### src/rtl/sonic_vc_st_timing_adapter.sv
// sonic_vc_st_timing_adapter: Avalon-ST ready-latency-N to ready-latency-0 adapter with show-ahead FIFO
// Ports: clk/reset (sync, active-high); in_* upstream Avalon-ST (in_valid honoured regardless
// of in_ready); out_* downstream Avalon-ST, ready latency 0; fill_level occupancy; overflow and
// framing_err sticky flags; pkt_count/drop_count statistics.
// Build option: define SONIC_VC_ST_ADAPTER_STATS_EN to enable the counters (tied to 0 otherwise).
module sonic_vc_st_timing_adapter #(
  parameter int DATA_W    = 128,
  parameter int CHANNEL_W = 1,
  parameter int EMPTY_W   = 2,
  parameter int DEPTH     = 8,
  parameter int READY_LAT = 3,
  parameter int CNT_W     = 32
) (
  input  logic                       clk,
  input  logic                       reset,
  output logic                       in_ready,
  input  logic                       in_valid,
  input  logic [DATA_W-1:0]          in_data,
  input  logic [CHANNEL_W-1:0]       in_channel,
  input  logic                       in_startofpacket,
  input  logic                       in_endofpacket,
  input  logic [EMPTY_W-1:0]         in_empty,
  input  logic                       out_ready,
  output logic                       out_valid,
  output logic [DATA_W-1:0]          out_data,
  output logic [CHANNEL_W-1:0]       out_channel,
  output logic                       out_startofpacket,
  output logic                       out_endofpacket,
  output logic [EMPTY_W-1:0]         out_empty,
  output logic [$clog2(DEPTH+1)-1:0] fill_level,
  output logic                       overflow,
  output logic                       framing_err,
  output logic [CNT_W-1:0]           pkt_count,
  output logic [CNT_W-1:0]           drop_count
);
  localparam int AW = $clog2(DEPTH);
  localparam int FW = $clog2(DEPTH+1);
  localparam int PW = DATA_W + CHANNEL_W + EMPTY_W + 2;
  typedef enum logic {IDLE, IN_PKT} state_t;
  logic [PW-1:0] mem [DEPTH];
  logic [AW-1:0] wr_ptr_q, wr_ptr_d, rd_ptr_q, rd_ptr_d;
  logic [FW-1:0] fill_q, fill_d;
  logic          overflow_q, overflow_d, framing_err_q, framing_err_d;
  state_t        state_q, state_d;
  logic          push, pop;
  always_comb begin
    pop           = (fill_q != '0) & out_ready;
    // a full FIFO still accepts a beat when the head leaves in the same cycle
    push          = in_valid & ((fill_q != FW'(DEPTH)) | pop);
    wr_ptr_d      = push ? wr_ptr_q + AW'(1) : wr_ptr_q;
    rd_ptr_d      = pop ? rd_ptr_q + AW'(1) : rd_ptr_q;
    fill_d        = fill_q + FW'(push) - FW'(pop);
    overflow_d    = overflow_q | (in_valid & ~push);
    // framing is tracked on every beat seen, including dropped ones
    framing_err_d = framing_err_q | (in_valid & ((state_q == IDLE) ? ~in_startofpacket : in_startofpacket));
    state_d       = ~in_valid ? state_q : in_endofpacket ? IDLE : in_startofpacket ? IN_PKT : state_q;
  end
  always_ff @(posedge clk) begin
    if (reset) begin
      wr_ptr_q      <= '0;
      rd_ptr_q      <= '0;
      fill_q        <= '0;
      overflow_q    <= 1'b0;
      framing_err_q <= 1'b0;
      state_q       <= IDLE;
    end else begin
      wr_ptr_q      <= wr_ptr_d;
      rd_ptr_q      <= rd_ptr_d;
      fill_q        <= fill_d;
      overflow_q    <= overflow_d;
      framing_err_q <= framing_err_d;
      state_q       <= state_d;
    end
  end
  always_ff @(posedge clk)
    if (push) mem[wr_ptr_q] <= {in_data, in_channel, in_startofpacket, in_endofpacket, in_empty};
  assign {out_data, out_channel, out_startofpacket, out_endofpacket, out_empty} = mem[rd_ptr_q];
  assign out_valid   = fill_q != '0;
  assign fill_level  = fill_q;
  assign in_ready    = (FW'(DEPTH) - fill_q) > FW'(READY_LAT);
  assign overflow    = overflow_q;
  assign framing_err = framing_err_q;
`ifdef SONIC_VC_ST_ADAPTER_STATS_EN
  logic [CNT_W-1:0] pkt_count_q, pkt_count_d, drop_count_q, drop_count_d;
  always_comb begin
    pkt_count_d  = pkt_count_q + CNT_W'(push & in_endofpacket);
    drop_count_d = drop_count_q + CNT_W'(in_valid & ~push);
  end
  always_ff @(posedge clk) begin
    if (reset) begin
      pkt_count_q  <= '0;
      drop_count_q <= '0;
    end else begin
      pkt_count_q  <= pkt_count_d;
      drop_count_q <= drop_count_d;
    end
  end
  assign pkt_count  = pkt_count_q;
  assign drop_count = drop_count_q;
`else
  assign pkt_count  = '0;
  assign drop_count = '0;
`endif
endmodule

### config.mk
export PLATFORM = sky130hd
export DESIGN_NAME = sonic_vc_st_timing_adapter
export DESIGN_NICKNAME = d
export VERILOG_FILES = /design/src/rtl/sonic_vc_st_timing_adapter.sv
export SDC_FILE = /design/constraint.sdc
export NUM_CORES = 1
export LEC_CHECK = 0
export CAP_MARGIN = 20
export CORE_ASPECT_RATIO = 1.5
export CORE_UTILIZATION = 40
export DETAILED_ROUTE_END_ITERATION = 8
export GPL_TIMING_DRIVEN = 0
export PLACE_DENSITY = 0.6
export SYNTH_ARGS = -nofsm -noshare
export SYNTH_HDL_FRONTEND = slang
export SYNTH_SLANG_ARGS = --single-unit
### constraint.sdc
create_clock -name clk -period 20.7 [get_ports clk]
set_input_delay 4.14 -clock clk [delete_from_list [all_inputs] [get_ports clk]]
set_output_delay 4.14 -clock clk [all_outputs]
set_load 0.01 [all_outputs]
==> results by group <==
Outcome
  • Outcome: finished clean

Global route
  • GRT Resource Usage Total: 17.9%
  • First-pass GRT wire length: 137,000 µm
  • Antenna violations before repair: 11
  • Vias in the first global route: 20,400
  • Largest net degree at the start of global routing: 24
  • Total gr overflow: 0

Synthesis
  • Yosys warnings: 0
  • Area share of the largest cell type after synthesis: 77.2%
  • FFs w/ async S/R, synth: 0%
  • Syn Area/Cell: 24.1 µm²
  • Predominant post-synthesis flop cell: edfxtp_1
  • Sequential area share after synthesis: 78.0%
  • Synthesized instance count: 1,716
  • Largest area contributor in the synthesized netlist: edfxtp_1
  • Synth cell types: 39
  • #FFs+latches synth: 1,080
  • Area contributors post-synth: edfxtp_1 (77%), mux4_2 (14%), mux2_2 (3.7%)
  • Synth cell count leaders: edfxtp_1 (1,064), mux4_2 (266), mux2_2 (136)
  • Most frequent cell after synthesis: edfxtp_1
  • Post-synthesis instance area: 41,400 µm²
  • Post-synth EDFFs: 1,064

Placement
  • Port Buffers: 276
  • Routability Congestion: 0.696
  • Dpl ws: 12.53 ns
  • Area after DPL: 47,600 µm²
  • Post-DP HPWL: 64,100 µm

Hold path
  • Min-Delay Path Class: flop to flop
  • Hold EP: framing_err$_SDFF_PP0_
  • Worst min-delay path startpoint: framing_err$_SDFF_PP0_
  • WHS Path Cells: 2

STA
  • Hold Vio Cnt, Final: 0
  • Slew margin rel.: 30.2%
  • Final period util: 37.3%
  • Final setup viols: 0
  • Fmax: 130 MHz
  • Final min period: 7.72 ns
  • Worst setup margin: 12.98 ns
  • Skew final: 0.0148 ns
  • RSZ-0062 raised after global routing: no
  • Slew @ Worst Pin: 1.05 ns
  • Slew Limit Fails: 0
  • Setup TNS: 0 ns

Final layout
  • Fillers: 8,190
  • Layout area overhead: 23.2%
  • Fin area: 51,000 µm²
  • Multi-input gate area: 8350 µm²
  • Layout cells sized above 1: 33.8%
  • Register Area: 32,300 µm²
  • Nets: 2,451

Floorplanning
  • IO Pins: 342
  • Chip width: 265 µm
  • Cell row count: 144
  • Core Area: 103,000 µm²
  • Initial core utilization: 40.3%
  • DIE AREA: 105,000 µm²
  • Die Y: 396 µm

Route
  • Vias: 19,200
  • # DRC: 0
  • Pre-Repair DR Iteration Count: 5
  • Antenna Nets Post-Route: 0
  • WL per Instance: 25.1 µm
  • Iteration-0 DRC Markers: 1,536
  • Vias/cell: 5.18
  • DRT Wirelength: 93,000 µm

Clocking
  • Post-CTS Setup Inserts: 0
  • H-tree depth: 3
  • Clk Latency, worst-skew pair: 0.68 ns
  • Clock Pin Slew Worst Setup and Hold Paths: 0.06 ns
  • Maximum clock path buffer count: 3
  • Num Clock Sinks: 1,080
  • CTS tree: done
  • Cts hold-fix bufs: 0
  • CTS Buf Count: 101
  • Root Driver: clkbuf_16
  • Post-CTS resize count: 0

Critical path
  • Worst reg2reg endpoint: mem[1][93]$_DFFE_PP_
  • Critical R2R Launch: fill_level[2]$_SDFF_PP0_
  • Flop2flop setup slack: 16.67 ns
  • Critical path class: flop to output pin
  • Crit end category: output pin
  • Cells on worst reg2reg path: 12
  • Critical Path RT: 16.56 ns
  • CP startpoint kind: flop
  • CP arrival: 3.58 ns
  • Crit path max fanout: 10

Pwr
  • Pwr per Cell Area: 115 nW/µm²
  • Max VDD drop: 76.2 µV
  • Leak pwr: 16.3 nW

Run
  • Max-cap viol count: 0
-- layout by cell type, fill, tap and decap left out, types with 10 or more instances in the layout --
| cell type | instances |
|---|---|
| clkbuf_16 | 105 |
| buf_4 | 135 |
| clkdlybuf4s50_1 | 276 |
| buf_6 | 82 |
| inv_1 | 10 |
| mux4_2 | 266 |
| buf_1 | 11 |
| dfxtp_1 | 16 |
| buf_12 | 12 |
| bufinv_16 | 13 |
| clkbuf_1 | 46 |
| edfxtp_1 | 1064 |
| buf_2 | 11 |
| mux2_2 | 136 |
| clkinv_1 | 25 |
| conb_1 | 64 |
| clkinv_2 | 24 |
-- final cells by class --
class	instances	area share, %
inverter	10	0.0737
timing repair buffer	423	8.42
sequential	1080	63.3
buffer	145	1.96
clock buffer	119	5.26
tap	1314	3.23
antenna	3	0.0147
clock inverter	69	1.32
multi-input combinational	544	16.4
-- registers in the layout (all words and copies together), names as in the netlist, named ones only --
name	count
overflow	1
framing_err	1
state_q	1
wr_ptr_q	3
fill_level	4
mem	1064
rd_ptr_q	3
-- power breakdown --
part,total (mW),internal [mW],switching [mW]
clock,1.87,1.09,0.786
combinational,1.34,0.709,0.633
sequential,2.64,2.60,0.0412
total,5.85,4.39,1.46
-- stage by stage --
step	total power, mW	std cells	util, %	hold WS [ns]
2_1_floorplan	3.45	1779	-	0.459
3_5_place_dp	4.05	3516	46.3	0.463
6_report	5.85	3707	49.6	0.484
4_1_cts	5.93	3704	49.6	0.482
3_3_place_gp	4.14	3369	44.8	0.459
5_1_grt	6.07	3706	49.6	0.518
-- worst max-delay path by stage --
stage,from,endpoint,slack [ns],cells past startpoint
floorplan,out_ready,mem[0][0]$_DFFE_PP_,1.55,3
global placement,out_ready,mem[0][101]$_DFFE_PP_,-15.96,4
detailed placement,out_ready,mem[1][101]$_DFFE_PP_,12.53,10
global route,flop,out_data[47],12.76,6
finish,flop,out_data[46],12.98,6
CTS,flop,out_data[47],12.79,6
-- routing by layer --
metal	track usage [%]	wire, µm	share of wire [%]	up-vias
met4	5.55	2100	2.3	12
met1	23.1	38000	41	10100
met2	30.6	47700	51	559
met5	0	85	0.091	-
li1	-	-	-	8350
met3	3.44	5040	5.4	128
-- critical path, stage by stage (launching register included) --
cell	delay (ns)
dfxtp_1	0.30
buf_2	0.15
buf_2	0.46
buf_1	0.72
mux4_2	0.40
mux2_2	0.29
clkdlybuf4s50_1	0.58
-- cells by family after synthesis --
logic type               share of synthesized area, %
AO/OA/AOI/OAI                                   0.296
buffers and inverters                            2.51
other                                         0.00906
multiplexers                                     18.2
XOR/XNOR                                       0.0635
adder cells (fa/ha/maj)                         0.290
flip-flops                                       78.0
AND/OR/NAND/NOR                                 0.641
(Power assumes the default switching activity.)
